## config.mk

```make
export PLATFORM = sky130hd
export DESIGN_NAME = process_sequencer
export DESIGN_NICKNAME = d
export VERILOG_FILES = /design/src/rtl/proc_pkg.sv /design/src/rtl/switch_debouncer.sv /design/src/rtl/process_sequencer.sv
export SDC_FILE = /design/constraint.sdc
export NUM_CORES = 1
export LEC_CHECK = 0
export BUFFER_PORTS_ARGS = -buffer_cell sky130_fd_sc_hd__buf_2
export CORE_AREA = 2 2 54 67
export DETAILED_ROUTE_END_ITERATION = 7
export DIE_AREA = 0 0 56 69
export PLACE_DENSITY = 0.8
export SLEW_MARGIN = 10
export SYNTH_ARGS = -nofsm -noshare
export SYNTH_HDL_FRONTEND = slang
export SYNTH_SLANG_ARGS = --single-unit
```

## constraint.sdc

```tcl
create_clock -name clock -period 2.45 [get_ports clock]
set_clock_uncertainty 0.15 [all_clocks]
set_input_delay 0 -clock clock [delete_from_list [all_inputs] [get_ports clock]]
set_output_delay 0 -clock clock [all_outputs]
set_load 0.005 [all_outputs]
```

## src/rtl/proc_pkg.sv

```systemverilog
// Shared types and defaults for the matrix-processor run controller.
package proc_pkg;

  typedef enum logic [2:0] {
    S_IDLE, S_ARM, S_RESET, S_RUN, S_DONE, S_FAULT
  } state_t;

  localparam logic [1:0] ST_IDLE  = 2'b00;
  localparam logic [1:0] ST_RUN   = 2'b01;
  localparam logic [1:0] ST_DONE  = 2'b10;
  localparam logic [1:0] ST_FAULT = 2'b11;

  localparam int unsigned DEF_DEBOUNCE_CYCLES = 10;
  localparam int unsigned DEF_RESET_CYCLES    = 4;
  localparam int unsigned DEF_TIMEOUT_CYCLES  = 32'hFFFF;
  localparam int unsigned DEF_CNT_W           = 16;

  // Bits needed to hold 0..n-1, never less than one.
  function automatic int unsigned cnt_width(int unsigned n);
    return (n > 1) ? $clog2(n) : 1;
  endfunction

endpackage

```

## src/rtl/switch_debouncer.sv

```systemverilog
// Counts consecutive high samples of the start switch while armed and flags
// the sample that completes the debounce window.
module switch_debouncer
  import proc_pkg::*;
#(
  parameter int unsigned DEBOUNCE_CYCLES = DEF_DEBOUNCE_CYCLES
) (
  input  logic clock,
  input  logic rst,
  input  logic clear,
  input  logic enable,
  input  logic level,
  output logic stable_high
);

  localparam int unsigned W = cnt_width(DEBOUNCE_CYCLES);
  localparam logic [W-1:0] LAST = W'(DEBOUNCE_CYCLES - 1);

  logic [W-1:0] cnt;

  // Parks at LAST; the FSM leaves ARM on that sample and re-enters via IDLE.
  always_ff @(posedge clock) begin
    if (rst || clear)
      cnt <= '0;
    else if (enable && level && cnt != LAST)
      cnt <= cnt + 1'b1;
  end

  assign stable_high = enable && level && (cnt == LAST);

endmodule

```

## src/rtl/process_sequencer.sv

```systemverilog
// Run controller: debounce start, hold processor in reset, run until
// end_process or watchdog, and report a 2-bit status.
module process_sequencer
  import proc_pkg::*;
#(
  parameter int unsigned DEBOUNCE_CYCLES = DEF_DEBOUNCE_CYCLES,
  parameter int unsigned RESET_CYCLES    = DEF_RESET_CYCLES,
  parameter int unsigned TIMEOUT_CYCLES  = DEF_TIMEOUT_CYCLES,
  parameter int unsigned CNT_W           = DEF_CNT_W
) (
  input  logic             clock,
  input  logic             rst,
  input  logic             start_process,
  input  logic             end_process,
  output logic             proc_rst,
  output logic             proc_run,
  output logic [1:0]       status,
  output logic [CNT_W-1:0] cycle_count,
  output logic             timeout
);

  localparam int unsigned      RW       = cnt_width(RESET_CYCLES);
  localparam logic [RW-1:0]    RST_LAST = RW'(RESET_CYCLES - 1);
  localparam logic [CNT_W-1:0] TO_LAST  = CNT_W'(TIMEOUT_CYCLES - 1);
  localparam bit               TO_EN    = (TIMEOUT_CYCLES != 0);

  state_t          state, state_nxt;
  logic [RW-1:0]   hold_cnt;
  logic            stable_high;
  logic            timeout_hit;
  logic            run_step;
  logic            reset_entry;

  switch_debouncer #(.DEBOUNCE_CYCLES(DEBOUNCE_CYCLES)) u_debounce (
    .clock       (clock),
    .rst         (rst),
    .clear       (state == S_IDLE),
    .enable      (state == S_ARM),
    .level       (start_process),
    .stable_high (stable_high)
  );

  assign timeout_hit = TO_EN && (cycle_count == TO_LAST);
  // A RUN cycle that neither aborts nor completes advances the counter.
  assign run_step    = (state == S_RUN) && start_process && !end_process;
  assign reset_entry = (state == S_ARM) && (state_nxt == S_RESET);

  always_comb begin
    state_nxt = state;
    case (state)
      S_IDLE:  if (start_process) state_nxt = S_ARM;
      S_ARM:   if (!start_process) state_nxt = S_IDLE;
               else if (stable_high) state_nxt = S_RESET;
      S_RESET: if (!start_process) state_nxt = S_IDLE;
               else if (hold_cnt == RST_LAST) state_nxt = S_RUN;
      S_RUN:   if (!start_process) state_nxt = S_IDLE;
               else if (end_process) state_nxt = S_DONE;
               else if (timeout_hit) state_nxt = S_FAULT;
      S_DONE, S_FAULT: if (!start_process) state_nxt = S_IDLE;
      default: state_nxt = S_IDLE;
    endcase
  end

  always_comb begin
    proc_rst = 1'b1;
    proc_run = 1'b0;
    status   = ST_IDLE;
    case (state)
      S_RESET: status = ST_RUN;
      S_RUN:   begin proc_rst = 1'b0; proc_run = 1'b1; status = ST_RUN; end
      S_DONE:  begin proc_rst = 1'b0; status = ST_DONE; end
      S_FAULT: begin proc_rst = 1'b0; status = ST_FAULT; end
      default: ;
    endcase
  end

  always_ff @(posedge clock) begin
    if (rst) begin
      state       <= S_IDLE;
      hold_cnt    <= '0;
      cycle_count <= '0;
      timeout     <= 1'b0;
    end else begin
      state <= state_nxt;
      if (reset_entry) begin
        hold_cnt    <= '0;
        cycle_count <= '0;
        timeout     <= 1'b0;
      end else if (state == S_RESET) begin
        hold_cnt <= hold_cnt + 1'b1;
      end
      if (run_step) begin
        if (cycle_count != '1) cycle_count <= cycle_count + 1'b1;
        if (timeout_hit) timeout <= 1'b1;
      end
    end
  end

endmodule

```

==> results of run 1 <==
==> power by group through the flow <==
stage / Sequential, mW / Clock [mW] / Combinational (mW)
floorplan: 0.434 / 0 / 0.0181
global placement: 0.436 / 0 / 0.0220
detailed placement: 0.436 / 0 / 0.0218
CTS: 0.426 / 0.365 / 0.0246
global route: 0.427 / 0.389 / 0.0272
finish: 0.426 / 0.366 / 0.0246
==> cell usage in the layout (no fill, tap or decap), drive strengths merged, types with 2 or more instances in the layout <==
cell	netlist	final
o21a	2	2
nor3b	2	2
xnor2	4	4
and3b	3	3
ha	5	5
and4	2	2
or4	6	6
o21ai	3	3
dfxtp	26	26
nand4	7	7
inv	6	6
o31ai	2	2
nand2	8	8
or2	2	2
a21oi	8	8
nor3	7	7
or3	3	3
dlygate4sd3	0	3
nand4b	6	6
buf	6	28
nand3	5	5
nor4	4	4
nand2b	3	3
nor2	11	11
a31oi	8	8
and2	2	2
and3	4	4
clkbuf	4	3
o211ai	9	9
nand3b	3	3
==> cells in the mapped netlist (all sizes together) <==
cell type | n | share of area [%]
a311oi | 1 | 0.58
o21a | 2 | 0.99
buf | 6 | 2.6
nand3b | 3 | 2.3
o41ai | 1 | 0.58
nor2 | 11 | 2.7
dfxtp | 26 | 34
a21oi | 8 | 2.6
and3 | 4 | 1.6
and4 | 2 | 1.2
nand3 | 5 | 2.0
o32ai | 1 | 0.58
o31ai | 2 | 0.99
or3 | 3 | 1.2
inv | 6 | 1.5
nor3 | 7 | 2.3
a22oi | 1 | 0.49
or4b | 1 | 0.66
nor4b | 1 | 0.58
and3b | 3 | 1.7
a221oi | 1 | 0.58
or4 | 6 | 3.0
nand2b | 3 | 1.2
nor3b | 2 | 0.99
xor2 | 1 | 0.58
xnor2 | 4 | 2.3
a31oi | 8 | 3.3
a31o | 1 | 0.58
nand4 | 7 | 3.3
or2 | 2 | 0.99
ha | 5 | 4.1
o211ai | 9 | 4.4
and2 | 2 | 0.82
mux2 | 1 | 0.74
and4bb | 1 | 0.82
mux2i | 1 | 0.66
clkbuf | 4 | 0.99
o21ai | 3 | 1.2
a211oi | 1 | 0.49
nor4 | 4 | 2.1
nand4b | 6 | 3.5
nand2 | 8 | 2.0
==> worst max-delay path by stage <==
| stage | slack, ns | startpoint | endpoint | depth (start not counted) |
|---|---|---|---|---|
| after global placement | 0.44 | cycle_count[1] | cycle_count[14] | 6 |
| final | 0.28 | cycle_count[10] | state[2] | 6 |
| after floorplan | 0.60 | cycle_count[1] | cycle_count[2] | 6 |
| after detailed placement | 0.42 | cycle_count[1] | cycle_count[9] | 6 |
| after global routing | 0.06 | cycle_count[10] | state[2] | 6 |
| after CTS | 0.32 | cycle_count[10] | state[2] | 6 |
==> per-layer routing <==
metal	up-vias	GRT usage (%)	part of all wire, %
met4	0	7.41	1.2
met2	17	29.9	48
met5	-	0	0
li1	723	-	-
met1	688	23.3	48
met3	4	2.63	2.7
==> worst max-delay path: stages, from the launching register on <==
cell and delay [ns]:
dfxtp_1 0.43, nand4_1 0.28, nor4_1 0.35, buf_4 0.18, nor3_1 0.04, nor3_1 0.11, dlygate4sd3_1 0.56
==> timing repair <==
| item | 4_1_cts | 5_1_grt |
|---|---|---|
| buffers inserted | 0 | 0 |
| hold endpoints to repair | 4 | 0 |
| hold buffers | 3 | 0 |
==> registers in the layout, summed over array words and instances (netlist names) <==
register	count
timeout	1
u_debounce.cnt	4
hold_cnt	2
cycle_count	16
state	3
==> cells by family (layout without fill, tap and decap cells) <==
kind of cell / count (synthesis) / count (layout)
buf+inv: 16 / 41
compound gates: 39 / 39
flops: 26 / 26
xor+xnor: 5 / 5
simple gates: 81 / 81
mux: 2 / 2
fa+ha+maj: 5 / 5
==> per-stage QoR <==
stage	hold WS (ns)	area, µm²	std cells	worst slack (ns)
global placement	0.149	1660	229	0.445
CTS	0.169	1760	236	0.319
finish	0.163	1760	236	0.284
global route	0.229	1760	236	0.0553
floorplan	-0.0258	1520	174	0.600
detailed placement	0.148	1660	229	0.417
==> area by class of cell <==
cell class / count / area share (%)
Multi-Input combinational cell: 132 / 52.3
Clock buffer: 3 / 2.34
Clock inverter: 1 / 1.70
Sequential cell: 26 / 29.5
Tap cell: 37 / 2.62
Timing Repair Buffer: 31 / 10.2
Inverter: 6 / 1.28
==> results.md, run 1 <==
- Netlist Area Pre-Place: 0.00152 mm²
- CTS tree: built
- Clk root buf: clkbuf_8
- R2R Setup Slk: 0.28 ns
- Least-Margin Pin Slew: between 0.5 and 0.6 ns
- Pin count of the biggest net entering global routing: 24
- CTS sink count: 26
- Chip width: 56 µm
- Critical path class: register to register
- Post-synthesis adder-cell area fraction: 4.11%
- Post-synth cell types: between 50 and 60
- Pwr Total: just over 0.8 mW
- Share of cells above drive strength 1: 21.6%
- RR Startpoint: cycle_count[10]
- Vias: approximately 1400
- Status: finished, final reports clean
- Worst R2R End: state[2]
- Post-layout net count: approximately 210
- Synth Area in Compound Gates: ~17%
- Switch share: 20.2%
- Slew Limit Fails: 0
- HP Start: end_process
- Max Freq: 462 MHz
- Yosys warning count: 0
- Congestion Overflow GR: 0
- Starting Density: 47.2%
- Die H: 69 µm
- Max IR drop VDD: 0.000268 V
- Max Cap Viol: 0
- Reg power frac: 52.2%
- Post-Syn Nets: 183
- Fillers: between 300 and 400
- Share of the yosys chip area belonging to registers: 34.2%
- Mux cell area share after synthesis: 1.40%
- Reg2reg path depth: 6
- Routed len/inst: about 14 µm
- Synthesis-stage register bit count: 26
- Hold depth: 5
- Worst hold path type: input port to register
- First drt pass iteration count: 4
- Routed WL: 3400 µm
- Antenna violations before repair: 0
- Vias in the first global route: 1355
- Period utilization: between 80% and 90%
- Crit path DAT: 2.24 ns
- PwrDens: 463 mW/mm²
- Site Rows: 23
- DRT iter0 DRCs: 26
- Antenna Cells: 0
- Worst endpoint required time: 2.52 ns
- P_int: 0.653 mW
- Area delta synth->final: 16.0%
- RSZ-0062 raised after global routing: no
- Slew HR: 65.5%
- DR DRC count: 0
- Register area: around 520 µm²
- Logic gate share of total power: about 3%
- Final hold viol count: 0
- Final core utilization: 54.7%
- Switching power: 0.165 mW
- Setup_tns: 0 ns
- Port bufs: 24
- H-tree depth: 1
- Crit start category: register
- Post-CTS resize count: 0
- Syn avg cell area: 8.74 µm²
- Vias per inst: 6.07
- CP max FO: 6
- Cts bufs inserted: 3
- IO Count: 25
- Total GRT Usage: roughly 18%
- Clock buffer depth: 2
- Clk slew on worst S/H paths: 0.10 ns
- Lkg Pwr: 0.658 nW
- Worst-Skew Late Latency: between 0.2 and 0.3 ns
- GP Congestion: 0.782
- Core box area: about 0.0032 mm²
- Die area: slightly below 0.004 mm²
- XOR/XNOR share of the synthesized area: 2.88%
- Period minus WS final: 2.17 ns
- Post-DP HPWL: 2280 µm
- Main combinational cell family by area after synthesis: simple AND/OR/NAND/NOR gates
- Post-synthesis simple-gate area fraction: approximately a third
- Post-route antenna net violation count: 0
- Hold Path End: cycle_count[13]
- Multi-input logic area: 923 µm²
- Power share of the clock group: between 40% and 50%
- Crit. End Element: register
- Synth Instances: around 170
- # setup viols final: 0
- First-pass GRT wire length: about 5800 µm
(Power assumes the default switching activity.)
==> run 2: changes to the inputs <==
--- a/config.mk
+++ b/config.mk
@@ -9,6 +9,7 @@
 export CORE_AREA = 2 2 54 67
 export DETAILED_ROUTE_END_ITERATION = 7
 export DIE_AREA = 0 0 56 69
+export MAX_ROUTING_LAYER = met4
 export PLACE_DENSITY = 0.8
 export SLEW_MARGIN = 10
 export SYNTH_ARGS = -nofsm -noshare
==> results.md, run 2 (same netlist as run 1, synthesis figures left out) <==
- Slew Limit Fails: 0 (unchanged)
- Switch share: 19.7% (-0.50 points)
- Lkg Pwr: 0.658 nW (unchanged)
- P_int: 0.652 mW (about the same)
- Regs by FF count: cycle_count x16, u_debounce.cnt x4, state x3
- Post CTS Setup Buffer Count: 0 (unchanged)
- CTS sink count: 26 (unchanged)
- Routed WL: 3380 µm (-0.59%)
- IO Count: 25 (unchanged)
- # setup viols final: 0 (unchanged)
- Reg power frac: 52.5% (+0.3 points)
- Max Cap Viol: 0 (unchanged)
- Final hold viol count: 0 (unchanged)
- Clk root buf: clkbuf_8
- Share of cells above drive strength 1: 21.6% (unchanged)
- Least-Margin Pin Slew: 0.506 ns (-0.00667 ns)
- Chip width: 56 µm (unchanged)
- Power share of the clock group: 44.5% (-0.3 points)
- Antenna Cells: 0 (unchanged)
- Crit start category: register
- First drt pass iteration count: 4 (unchanged)
- Worst endpoint required time: 2.52 ns (about the same)
- Worst hold path type: input port to register
- CTS tree: built
- Congestion Overflow GR: 0 (unchanged)
- Slew HR: 66.0% (+0.45 points)
- Vias in the first global route: 1349 (-0.44%)
- Cts bufs inserted: 3 (unchanged)
- DRT iter0 DRCs: 31 (+19%)
- Critical path class: register to register
- R2R Setup Slk: 0.28 ns (about the same)
- CP dominant cell by count: nor3_1
- Total GRT Usage: 18.6% (+0.50 points)
- Crit. End Element: register
- Port bufs: 24 (unchanged)
- Worst-Skew Late Latency: 0.27 ns (about the same)
- Site Rows: 23 (unchanged)
- Max IR drop VDD: 0.000268 V (+0.18%)
- RSZ-0062 raised after global routing: no
- Post-DP HPWL: 2280 µm (unchanged)
- Post-layout net count: 209 (unchanged)
- Vias: 1429 (-0.21%)
- H-tree depth: 1 (unchanged)
- Post-CTS resize count: 0 (unchanged)
- DR DRC count: 0 (unchanged)
- Status: finished, final reports clean
- Slowest cell on the critical path: dlygate4sd3_1
- Placed Area: 0.00166 mm² (unchanged)
- GP Congestion: 0.793 (+1.4%)
- CP Cell Sequence: nand4_1 -> nor4_1 -> buf_4 -> nor3_1 -> nor3_1 -> dlygate4sd3_1
- Switching power: 0.160 mW (-3.1%)
- Cell area after layout: 0.00176 mm² (unchanged)
- Max Freq: 460 MHz (-0.29%)
- Most common cell after layout, fill and taps aside: dfxtp_1
- Cts hold-fix bufs: 3 (unchanged)
- Setup_tns: 0 ns (unchanged)
- Routed len/inst: 14.3 µm (-0.59%)
- Pin count of the biggest net entering global routing: 24 (unchanged)
- Vias per inst: 6.06 (-0.21%)
- Die H: 69 µm (unchanged)
- Area delta synth->final: 16.0% (unchanged)
- Core box area: 0.00322 mm² (unchanged)
- Crit path DAT: 2.24 ns (about the same)
- Period minus WS final: 2.17 ns (+0.00633 ns)
- Clk slew on worst S/H paths: 0.10 ns (about the same)
- Clock buffer depth: 2 (unchanged)
- Antenna violations before repair: 0 (unchanged)
- Die area: 0.00386 mm² (unchanged)
- Starting Density: 47.2% (unchanged)
- First-pass GRT wire length: 5840 µm (unchanged)
- Logic gate share of total power: 3.0% (about the same)
- CP max FO: 6 (unchanged)
- Max incr delay on CP: 0.56 ns (about the same)
- Period utilization: 88.7% (+0.26 points)
- Post-route antenna net violation count: 0 (unchanged)
- Biggest register: cycle_count
- PwrDens: 460 mW/mm² (-0.65%)
- Commonest cells after routing, fill and taps aside: dfxtp_1 (26), buf_2 (24), nor2_1 (11)
- Largest register FFs: 16 (unchanged)
run 2: layout make-up:
cell class / instances / area, µm²
Sequential cell: 26 / 520
Timing Repair Buffer: 31 / 180
Inverter: 6 / 22.5
Multi-Input combinational cell: 132 / 923
Fill cell: 320 / 1460
Tap cell: 37 / 46.3
Clock inverter: 1 / 30.0
Clock buffer: 3 / 41.3
run 2: power by group through the flow:
stage                     Clock, mW  Sequential, mW  Combinational (mW)
final                         0.361           0.426              0.0246
after global routing          0.389           0.427              0.0272
after CTS                     0.365           0.426              0.0246
after detailed placement          0           0.436              0.0218
after global placement            0           0.436              0.0220
after floorplan                   0           0.434              0.0181
run 2: critical path: cells and delay by family, from the launching register on:
kind	cells	cell delay, ns
and+or+nand+nor	4	0.78
buffers and inverters	2	0.74
DFF	1	0.44
run 2: metal layers:
layer  wire (µm)  vias up  global-route usage [%]
met2        1670       28                    29.9
met3         114        4                    2.63
li1            -      724                       -
met1        1560      673                    23.3
met4          37        0                    7.41
met5           0        -                       -
run 2: path summary, 6_finish.rpt:
| kind | start | to | cells past startpoint |
|---|---|---|---|
| setup reg to reg | cycle_count[10] | state[2] | 6 |
| hold reg to reg | hold_cnt[1] | hold_cnt[1] | 2 |
| setup / recovery | cycle_count[10] | state[2] | 6 |
| hold / removal | end_process | cycle_count[13] | 5 |
run 2: per-stage QoR:
stage	std cells	power, mW	worst slack [ns]	hold slack, ns	utilization [%]
after global placement	229	0.458	0.445	0.149	51.6
final	236	0.812	0.278	0.167	54.7
after floorplan	174	0.452	0.600	-0.0258	-
after CTS	236	0.816	0.319	0.169	54.7
after detailed placement	229	0.458	0.417	0.148	51.6
after global routing	236	0.844	0.0553	0.229	54.7
==> run 3: changes to the inputs <==
--- a/config.mk
+++ b/config.mk
@@ -9,6 +9,7 @@
 export CORE_AREA = 2 2 54 67
 export DETAILED_ROUTE_END_ITERATION = 7
 export DIE_AREA = 0 0 56 69
+export GPL_TIMING_DRIVEN = 0
 export MAX_ROUTING_LAYER = met4
 export PLACE_DENSITY = 0.8
 export SLEW_MARGIN = 10
==> results.md, run 3 (same netlist as run 1, synthesis figures left out) <==
- DRT iter0 DRCs: 51 (+65%)
- Site Rows: 23 (unchanged)
- Vias: 1456 (+1.9%)
- Pin count of the biggest net entering global routing: 15 (-38%)
- Share of cells above drive strength 1: 22.0% (+0.34 points)
- HP Start: end_process
- Worst setup path start: cycle_count[8]
- Max Cap Viol: 0 (unchanged)
- Post-route antenna net violation count: 0 (unchanged)
- Chip width: 56 µm (unchanged)
- Regs by FF count: cycle_count x16, u_debounce.cnt x4, state x3
- Port bufs: 24 (unchanged)
- Area delta synth->final: 16.9%
- Lkg Pwr: 0.663 nW (+0.76%)
- GP Congestion: 0.820 (+3.5%)
- Worst-Skew Late Latency: 0.27 ns (about the same)
- CP max FO: 6 (unchanged)
- Slew HR: 65.0% (-0.98 points)
- Multi-input logic area: 930 µm² (+0.68%)
- Antenna violations before repair: 0 (unchanged)
- Commonest cells after routing, fill and taps aside: buf_2 (26), dfxtp_1 (26), nor2_1 (11)
- Antenna Cells: 0 (unchanged)
- Clk slew on worst S/H paths: 0.09 ns (about the same)
- CTS tree: built
- Register area: 520 µm² (unchanged)
- Logic gate share of total power: 4.0% (+1.0 points)
- Fillers: 325 (+1.6%)
- Crit path DAT: 2.32 ns (+0.08 ns)
- PwrDens: 409 mW/mm² (-11%)
- Congestion Overflow GR: 0 (unchanged)
- Routed WL: 3510 µm (+3.8%)
- Worst endpoint required time: 2.51 ns (about the same)
- Die area: 0.00386 mm² (unchanged)
- Worst hold path type: input port to register
- Placed Area: 0.00169 mm² (+1.5%)
- Period utilization: 92.3% (+3.7 points)
- RR Startpoint: cycle_count[8]
- RSZ-0062 raised after global routing: no
- DR DRC count: 0 (unchanged)
- Biggest register: cycle_count
- Reg power frac: 58.2% (+5.7 points)
- # setup viols final: 0 (unchanged)
- Max IR drop VDD: 0.000290 V (+8.1%)
- Final core utilization: 55.2% (+0.47 points)
- Post-layout net count: 215 (+2.9%)
- Vias per inst: 6.02 (-0.64%)
- Routed len/inst: 14.5 µm (+1.2%)
- Crit start category: register
- First-pass GRT wire length: 6030 µm (+3.3%)
- Post-DP HPWL: 2470 µm (+8.4%)
- Largest register FFs: 16 (unchanged)
- Clk root buf: clkbuf_8
- Period minus WS final: 2.26 ns (+0.0904 ns)
- Switch share: 20.5% (+0.81 points)
- Setup_tns: 0 ns (unchanged)
- Core box area: 0.00322 mm² (unchanged)
- Starting Density: 47.2% (unchanged)
- Max Freq: 442 MHz (-4.0%)
- Power share of the clock group: 37.8% (-6.7 points)
- Slew Limit Fails: 0 (unchanged)
- H-tree depth: 1 (unchanged)
- IO Count: 25 (unchanged)
- Crit. End Element: register
- First drt pass iteration count: 4 (unchanged)
- Cts bufs inserted: 3 (unchanged)
- Vias in the first global route: 1347 (-0.15%)
- Total GRT Usage: 19.2% (+0.67 points)
- CTS sink count: 26 (unchanged)
- Final hold viol count: 0 (unchanged)
- P_int: 0.579 mW (-11%)
- Switching power: 0.149 mW (-6.6%)
- Status: finished, final reports clean
- Least-Margin Pin Slew: 0.520 ns (+0.0146 ns)
- Post CTS Setup Buffer Count: 0 (unchanged)
- Worst slack, placed: 0.396 ns (-0.0211 ns)
- Critical path class: register to register
- Die H: 69 µm (unchanged)
- Clock buffer depth: 2 (unchanged)
- Worst setup margin: 0.188 ns (-0.0904 ns)
- Cell area after layout: 0.00178 mm² (+0.85%)
run 3: per-layer routing:
| layer | track usage [%] | vias up | part of all wire [%] |
|---|---|---|---|
| li1 | - | 738 | - |
| met1 | 25.6 | 692 | 47 |
| met2 | 30.6 | 24 | 50 |
| met3 | 2.44 | 2 | 2.8 |
| met4 | 5.56 | 0 | 0.68 |
| met5 | - | - | 0 |
run 3: metrics by stage:
stage	instances	hold slack [ns]	power, mW
2_1_floorplan	174	-0.0258	0.452
3_3_place_gp	235	0.153	0.461
3_5_place_dp	235	0.153	0.461
4_1_cts	242	0.135	0.738
5_1_grt	242	0.211	0.759
6_report	242	0.147	0.728
run 3: area by class of cell:
cell class | count | area share, %
multi-input combinational | 132 | 52.3
sequential | 26 | 29.3
timing repair buffer | 27 | 8.44
clock buffer | 4 | 3.09
buffer | 10 | 3.09
tap | 37 | 2.60
inverter | 6 | 1.27
run 3: repair_timing:
action / in CTS / in global routing
endpoints found under the hold margin: 3 / 0
gates resized for setup: 0 / 1
hold buffers: 3 / 0
endpoints found under the setup margin: 0 / 1
run 3: power groups by stage:
stage / Clock, mW / Sequential [mW] / Combinational [mW]
floorplan: 0 / 0.434 / 0.0181
detailed placement: 0 / 0.434 / 0.0266
CTS: 0.285 / 0.424 / 0.0292
finish: 0.275 / 0.424 / 0.0290
global route: 0.302 / 0.424 / 0.0327
global placement: 0 / 0.434 / 0.0266
run 3: worst paths after layout:
kind               endpoint  slack, ns  cells after the start
max reg2reg        state[2]       0.19                      5
min reg2reg     hold_cnt[1]       0.35                      2
min          cycle_count[8]       0.15                      5
max                state[2]       0.19                      5
run 3: worst max-delay path, cell delays in order, from the launching register on:
cell and delay, ns:
dfxtp_1 0.43, nand4_1 0.31, nor4_2 0.54, nor3_1 0.08
nor3_1 0.13, dlygate4sd3_1 0.56
